### src/rtl/if_fetch_stage.sv
// RV32 instruction fetch stage: owns the fetch PC, issues imem requests,
// buffers responses in a 2-entry FIFO and drives the IF/ID register.
package if_fetch_pkg;
  typedef struct packed {
    logic [31:0] pc;
    logic [31:0] inst;
  } fb_ent_t;

  typedef struct packed {
    logic [31:0] pc;
    logic [31:0] ir;
    logic        valid;
  } if_id_t;
endpackage

module if_fetch_stage
  import if_fetch_pkg::*;
#(
  parameter logic [31:0] RESET_PC = 32'h0000_0000,
  parameter logic [31:0] NOP_INST = 32'h0000_0013
) (
  input  logic        clk,
  input  logic        rst,
  input  logic        stall,
  input  logic        take_branch,
  input  logic [31:0] branch_target,
  output logic        proc2Imem_req,
  output logic [31:0] proc2Imem_addr,
  input  logic        Imem2proc_valid,
  input  logic [31:0] Imem2proc_data,
  output logic [31:0] if_id_IR,
  output logic [31:0] if_id_PC,
  output logic        if_id_valid_inst
);

  logic [31:0] fetch_pc;
  logic [31:0] pend_pc;
  logic        outstanding;
  logic        discard;
  fb_ent_t     fb [2];
  logic        rd_ptr;
  logic        wr_ptr;
  logic [1:0]  count;
  if_id_t      if_id_q;

  logic        pop;
  logic        resp_ok;
  logic        push;
  logic        req;
  logic [2:0]  need;

  assign pop     = ~stall & (count != 2'd0);
  assign resp_ok = Imem2proc_valid & ~discard;
  assign push    = resp_ok & ~take_branch;

  // Slots needed after this edge: buffered entries plus the
  // in-flight response that will land in the FIFO, minus a pop.
  assign need = {1'b0, count}
              + {2'b00, outstanding & ~discard}
              - {2'b00, pop};

  assign req = rst & ~take_branch
             & (~outstanding | Imem2proc_valid)
             & (need < 3'd2);

  always_ff @(posedge clk) begin
    if (push) fb[wr_ptr] <= '{pc: pend_pc, inst: Imem2proc_data};
  end

  always_ff @(posedge clk) begin
    if (!rst) begin
      fetch_pc    <= RESET_PC;
      pend_pc     <= RESET_PC;
      outstanding <= 1'b0;
      discard     <= 1'b0;
      count       <= 2'd0;
      rd_ptr      <= 1'b0;
      wr_ptr      <= 1'b0;
      if_id_q     <= '{pc: RESET_PC, ir: NOP_INST, valid: 1'b0};
    end else begin
      if (req) begin
        fetch_pc <= fetch_pc + 32'd4;
        pend_pc  <= fetch_pc;
      end else if (take_branch) begin
        fetch_pc <= branch_target;
      end

      outstanding <= req | (outstanding & ~Imem2proc_valid);

      // A redirect with a request still out poisons its response.
      if (take_branch)
        discard <= outstanding & ~Imem2proc_valid;
      else if (Imem2proc_valid)
        discard <= 1'b0;

      if (take_branch) begin
        count         <= 2'd0;
        rd_ptr        <= 1'b0;
        wr_ptr        <= 1'b0;
        if_id_q.valid <= 1'b0;
        if_id_q.ir    <= NOP_INST;
      end else begin
        if (push) wr_ptr <= ~wr_ptr;
        if (pop) begin
          rd_ptr  <= ~rd_ptr;
          if_id_q <= '{pc: fb[rd_ptr].pc,
                       ir: fb[rd_ptr].inst,
                       valid: 1'b1};
        end else if (!stall) begin
          if_id_q.valid <= 1'b0;
          if_id_q.ir    <= NOP_INST;
        end
        count <= count + {1'b0, push} - {1'b0, pop};
      end
    end
  end

  assign proc2Imem_req    = req;
  assign proc2Imem_addr   = fetch_pc;
  assign if_id_IR         = if_id_q.ir;
  assign if_id_PC         = if_id_q.pc;
  assign if_id_valid_inst = if_id_q.valid;

endmodule

### config.mk
export PLATFORM = sky130hd
export DESIGN_NAME = if_fetch_stage
export DESIGN_NICKNAME = d
export VERILOG_FILES = /design/src/rtl/if_fetch_stage.sv
export SDC_FILE = /design/constraint.sdc
export NUM_CORES = 1
export LEC_CHECK = 0
export ABC_CLOCK_PERIOD_IN_PS = 5900
export CAP_MARGIN = 20
export CORE_UTILIZATION = 45
export CTS_CLUSTER_DIAMETER = 60
export DETAILED_ROUTE_END_ITERATION = 16
export GPL_TIMING_DRIVEN = 0
export PLACE_DENSITY = 0.69
export SYNTH_ARGS = -nofsm -noshare
export SYNTH_HDL_FRONTEND = slang
export SYNTH_SLANG_ARGS = --single-unit
### constraint.sdc
create_clock -name clk -period 5.9 [get_ports clk]
set_input_delay 1.77 -clock clk [delete_from_list [all_inputs] [get_ports clk]]
set_output_delay 1.77 -clock clk [all_outputs]
set_load 0.01 [all_outputs]
After elaboration in Yosys (flattened, before gate mapping):

Memories as Yosys holds them, arrays and structs flattened. A register that Yosys moved wholly into a read port is not among the register bits.
Cells that the tools add are included.

* register bits: 135
* bits in writable memories: 128
* input port bits: 69
* output and inout port bits: 98
* memories: 1

Memory list
* fb: words 2, bits a word 64, read ports 1, clocked after memory_dff 1, wr ports 1, line 40 `fb_ent_t fb [2];`

* add/sub/neg operators: 5
* order comparisons: 1
* equal/unequal tests: 1
* muxes and demuxes: 10
* bitwise logic cells: 18
* reduce and logical (&&, ||, !) cells: 5

Operators with widths (count)
* 33-bit 2-to-1 mux: 2
* 32-bit 2-to-1 mux: 2
* 32-bit by 3-bit adder with 32-bit output, second input constant: 1
* 1-bit bitwise AND: 8
* 1-bit NOT: 8
* 1-bit 2-to-1 mux: 6
* 2-bit nonzero test: 3
* 2-bit by 1-bit adder with 3-bit output: 1
* 3-bit by 2-bit less-than comparator with 1-bit output, second input constant: 1
* 3-bit by 1-bit subtractor with 3-bit output: 1
* 2-bit by 1-bit adder with 2-bit output: 1
* 2-bit by 1-bit inequality test with 1-bit output, second input constant: 1
* 1-bit bitwise OR: 2
* 2-bit AND reduction: 1
* 2-bit OR reduction: 1
* 2-bit by 1-bit subtractor with 2-bit output: 1

Longest topological paths before layout:

* depth in word-level cells: 7
* gate-level depth with buffers: 12

Worst setup path after synthesis:

OpenSTA, ideal clock, no wires.

* path type: in2out
* start: in stall
* end: out proc2Imem_req
* arrival time: 3.987 ns
* data required time: 4.130 ns
* slack: 0.143 ns
* stages on the path: 10
* buffers on the path: 1
* path through: inv_1 o21ai_1 inv_1 ha_1 nand2b_1 fa_1 xnor2_1 nand4_1 clkinv_1 clkbuf_1

* word-level cells in the longest chain between the ends: 5

RTL lines
* from (decl): line 24 `input logic stall,`
* 1-bit NOT: line 52 `assign pop = ~stall & (count != 2'd0);`
* 1-bit bitwise AND: line 52
* named net pop: line 46 `logic pop;`
* 3-bit by 1-bit subtractor with 3-bit output: line 60 `- {2'b00, pop};`
* 3-bit by 2-bit less-than comparator with 1-bit output: line 64 `& (need < 3'd2);`
* 1-bit bitwise AND: line 64
* to (decl): line 27 `output logic proc2Imem_req,`

The timed path passes the listed nets, and every way through them passes these cells.

Worst setup path in the final report:

Ends and elaborated chain as after synthesis.

==> summary by stage <==
Floorplanning
The overall die area is 23050 sq um. The site row count is 54. The initial utilization of the core area, before any placement, comes to 0.4614.

The horizontal die dimension is 151.8 microns. From bottom edge to top edge, the die measures 151.8 microns. The floorplan step defined a core boundary enclosing 21890 sq um. The count of boundary I/O pins is 167.

Cells and area
The count of placed standard cells in the final layout, fillers left out is 1353. The sequential cells in the finished layout cover a total of 6566 sq um. Counting the fill cells in the layout gives 1821. The count of nets after finishing is 1126.

The post-route cell area is 13030 sq um. The fraction of final layout cells with drive strength greater than 1 is 0.06250. Once layout is complete, the utilization of the core stands at 0.5953. The layout-stage area growth over the synthesis result is 29.02%. Summing all multi-input logic gate instances after layout gives 3333 sq um.

Synth
Of the total synthesized cell area, the portion taken by AND, OR, NAND and NOR gates is 0.1293. The total of flip-flops plus latches after synthesis is 264. The portion of the post-synthesis area used by sequential elements is 0.6501. The biggest area consumer among synthesized cells is sky130_fd_sc_hd__edfxtp_1.

Synthesis handed over a netlist of 853 instances. The most used flip-flop cell after synthesis is sky130_fd_sc_hd__dfxtp_1. The number of different library cells used by synthesis comes to 50. The share of the synthesized area in the top cell type is 0.3805.

The mapped netlist covers 10100 sq um. The number of nets in the synthesized netlist is 927. By area the synthesized netlist is led by sky130_fd_sc_hd__edfxtp_1, sky130_fd_sc_hd__dfxtp_1, sky130_fd_sc_hd__mux2i_1. The portion of synthesized area spent on multiplexers is 0.06999. A synthesized cell averages 11.84 sq um.

In the post-synthesis netlist, the cell with the most instances is sky130_fd_sc_hd__dfxtp_1. The post-synthesis async set-or-reset flop share is 0. The area share of fa/ha/maj cells after synthesis is 0.006937. Yosys mapped a number of flops with a built-in enable equal to 128. After synthesis, the largest family of logic cells by area is simple AND/OR/NAND/NOR gates. The compound-cell area share of the yosys netlist was 0.1024. After synthesis, the most frequently instantiated cells are sky130_fd_sc_hd__dfxtp_1, sky130_fd_sc_hd__edfxtp_1, sky130_fd_sc_hd__nand2_1, sky130_fd_sc_hd__nor2_1, sky130_fd_sc_hd__mux2i_1. Of the total synthesized cell area, the portion taken by XOR and XNOR cells is 0.01821. The number of warnings reported in the yosys synthesis log is 0.

CTS
The clock tree buffer depth is 3. The root buffer cell chosen for the clock tree is sky130_fd_sc_hd__clkbuf_16. Clock-pin slew was measured on the worst setup and hold paths at 0.06 ns. Buffers inserted during clock tree synthesis total 26. The TritonCTS clock tree is built. The clock sink count is 264. The clock latency on the worst-skew pair is 0.53 ns. The CTS H-tree depth is 1.

Power and ir drop
Power spread over the standard cell area amounts to 298.0 nW/um^2. The leakage power is 4.607 nW. Cell internal power was estimated by the tool at 2.997 mW. The worst vdd rail ir drop is 0.2424 mV. For this design the total switching power over the nets is 887.6 uW.

The post-route total power is 3.884 mW. The fraction of power consumed by the clock network is 0.399. The fraction of power spent switching nets is 0.2285.

Of the total power, combinational logic draws 0.080. Of the total power, registers draw 0.521.

GRT
Entering global routing, the biggest net connects 42 pins. The first global-routing pass estimated 38390 microns of wire. The total global-route track usage is 0.2118. The number of global-route vias before repair is 6854.

The final global-route overflow total is 0. The initial antenna violation count is 1.

Routing
The routed layout has 7225 vias. Once detail routing completed, the nets flagged for antenna violations numbered 0. After detailed routing, the total wire length is 24820 microns.

The first TritonRoute pass finished after 5 iterations. In the routed layout, each cell is associated on average with a via count of 5.340. Dividing the detail-routed wire length by the instance count gives 18.34 microns. The violation count after the first detailed-routing iteration is 618. For this run, design rule violations remaining after detail routing come to 0.

STA
Setup violations remaining at the end of the flow were counted as 0. The timing-limited maximum frequency is 182.3 MHz. The final worst-path cycle share is 0.9296. For the pin with the worst max-slew slack, the measured transition is 0.9621 ns. The minimum clock period is 5.485 ns.

In the final timing run, aggregate negative setup slack is 0 ns. Between clock sinks in the finished design, the worst skew comes to 0.01093 ns. The total count of max-transition violations in the final report is 0. Setup repair after global routing left no endpoint under its margin.

The worst slew margin relative to its limit is 0.3586. The number of endpoints with negative hold slack in the final report came to 0.

Worst setup path
The worst setup path is captured at an output port. The slack of the worst reg-to-reg path is 2.62 ns. The maximum fanout encountered on the critical timing path is 4. The critical path launch point type is an input port. The startpoint of the worst register-to-register path is count[1].

The data arrival time at the worst-slack endpoint is 3.71 ns. The path depth of the worst reg2reg path is 11. At the worst endpoint, the required time is 4.13 ns. In this run the critical register-to-register path is captured at proc2Imem_addr[16]. By startpoint and endpoint, the worst setup path is classified as in -> out.

Place
The number of buffers added on ports is 166. The number of cells in the design after placement is 1302. The placed standard-cell area is 12190 sq um.

Detailed placement ended at an HPWL of 17290 microns. Routability-driven placement finished with a final weighted congestion of 0.8158.

Min path
The worst hold path passes through 0 cells. The path class of the tightest hold or removal check is reg -> reg. The startpoint identified for the worst hold timing path is pend_pc[27].

For hold timing, the worst endpoint is fb[1][59].

Status
The flow ran to the end, and the final reports show no timing, DRC or antenna violations.

Run
The max-cap violation count is 0.
-- what timing repair did --
action | in CTS | in global routing
setup buffers | 3 | 0
pin swaps | 2 | 1
hold buffers | 0 | 0
endpoints found under the setup margin | 1 | 1
gates resized for setup | 11 | 1
-- flip-flops by register name, summed over array words and instances, names as in the netlist, named ones only --
name and count:
discard 1, outstanding 1, count 2, if_id_valid_inst 1, rd_ptr 1, fb 128, if_id_IR 32, proc2Imem_addr 32
pend_pc 32, wr_ptr 1, if_id_PC 32
-- per-stage QoR --
step	hold slack, ns	setup WS [ns]
5_1_grt	0.4630	0.3049
4_1_cts	0.4521	0.01817
2_1_floorplan	0.4254	0.1426
3_3_place_gp	0.4261	-2.280
6_report	0.4532	0.4154
3_5_place_dp	0.4375	-1.933
-- per-layer routing --
| metal | wire [microns] | part of all wire | track usage | vias to the layer above |
|---|---|---|---|---|
| met1 | 10980 | 0.44 | 0.2941 | 3482 |
| li1 | - | - | - | 3473 |
| met3 | 1472 | 0.059 | 0.03195 | 36 |
| met4 | 627 | 0.025 | 0.06571 | 0 |
| met2 | 11740 | 0.47 | 0.3424 | 234 |
| met5 | 0 | 0 | 0 | - |
-- critical path, stage by stage --
cell	delay (ns)
sky130_fd_sc_hd__clkdlybuf4s15_2	0.24
sky130_fd_sc_hd__inv_2	0.09
sky130_fd_sc_hd__o21ai_4	0.07
sky130_fd_sc_hd__inv_2	0.07
sky130_fd_sc_hd__ha_1	0.28
sky130_fd_sc_hd__nand2b_1	0.16
sky130_fd_sc_hd__fa_2	0.38
sky130_fd_sc_hd__xnor2_2	0.19
sky130_fd_sc_hd__nand4_1	0.19
sky130_fd_sc_hd__clkinv_4	0.11
sky130_fd_sc_hd__dlymetal6s2s_1	0.16
-- cell families (layout without fill, tap and decap cells) --
| family | Yosys count | count (layout) |
|---|---|---|
| XOR/XNOR | 21 | 21 |
| multiplexers | 70 | 70 |
| buffers and inverters | 61 | 280 |
| AND/OR/NAND/NOR | 278 | 278 |
| adder cells (fa/ha/maj) | 5 | 5 |
| flip-flops | 264 | 264 |
| AO/OA/AOI/OAI | 154 | 154 |
| other | 0 | 1 |
-- how the worst max path moves through the flow --
stage | depth (start not counted) | slack [ns] | startpoint | end
after floorplan | 10 | 0.14 | stall | proc2Imem_req
after global placement | 5 | -2.28 | take_branch | fb[0][50]
after detailed placement | 12 | -1.93 | stall | proc2Imem_req
after CTS | 11 | 0.02 | stall | proc2Imem_req
after global routing | 11 | 0.30 | stall | proc2Imem_req
final | 11 | 0.42 | stall | proc2Imem_req
-- placed cells by master, fill, tap and decap left out, drive strengths merged, types with 4 or more instances in the layout --
cell,synthesis,routed
a211oi,9,9
a21boi,15,15
a21oi,62,62
a31oi,4,4
and2,7,7
buf,10,16
clkbuf,40,71
clkdlybuf4s50,0,164
clkinv,2,16
dfxtp,136,136
edfxtp,128,128
ha,4,4
inv,9,9
mux2,5,5
mux2i,65,65
nand2,122,122
nand3,19,19
nand4,7,7
nor2,75,75
nor2b,5,5
nor3,6,6
nor3b,5,5
nor4,15,15
o211a,28,28
o21ai,17,17
o22ai,5,5
or2,4,4
or4,4,4
xnor2,15,15
xor2,6,6
-- cell type report --
class | instances | area share
repair buffers | 172 | 0.1347
plain buffers | 49 | 0.01440
clock inverters | 16 | 0.007392
flip-flops and latches | 264 | 0.5038
multi-input cells | 528 | 0.2558
diodes | 1 | 0.0001920
clock buffers | 32 | 0.05328
inverters | 11 | 0.003552
well taps | 280 | 0.02688
-- power by group through the flow --
stage	Sequential [mW]	Combinational, mW	Clock [mW]
floorplan	2.06	0.137	0
global placement	2.07	0.295	0
detailed placement	2.06	0.304	0
CTS	2.02	0.310	1.57
global route	2.03	0.334	1.65
finish	2.02	0.309	1.55
(Power assumes the default switching activity.)
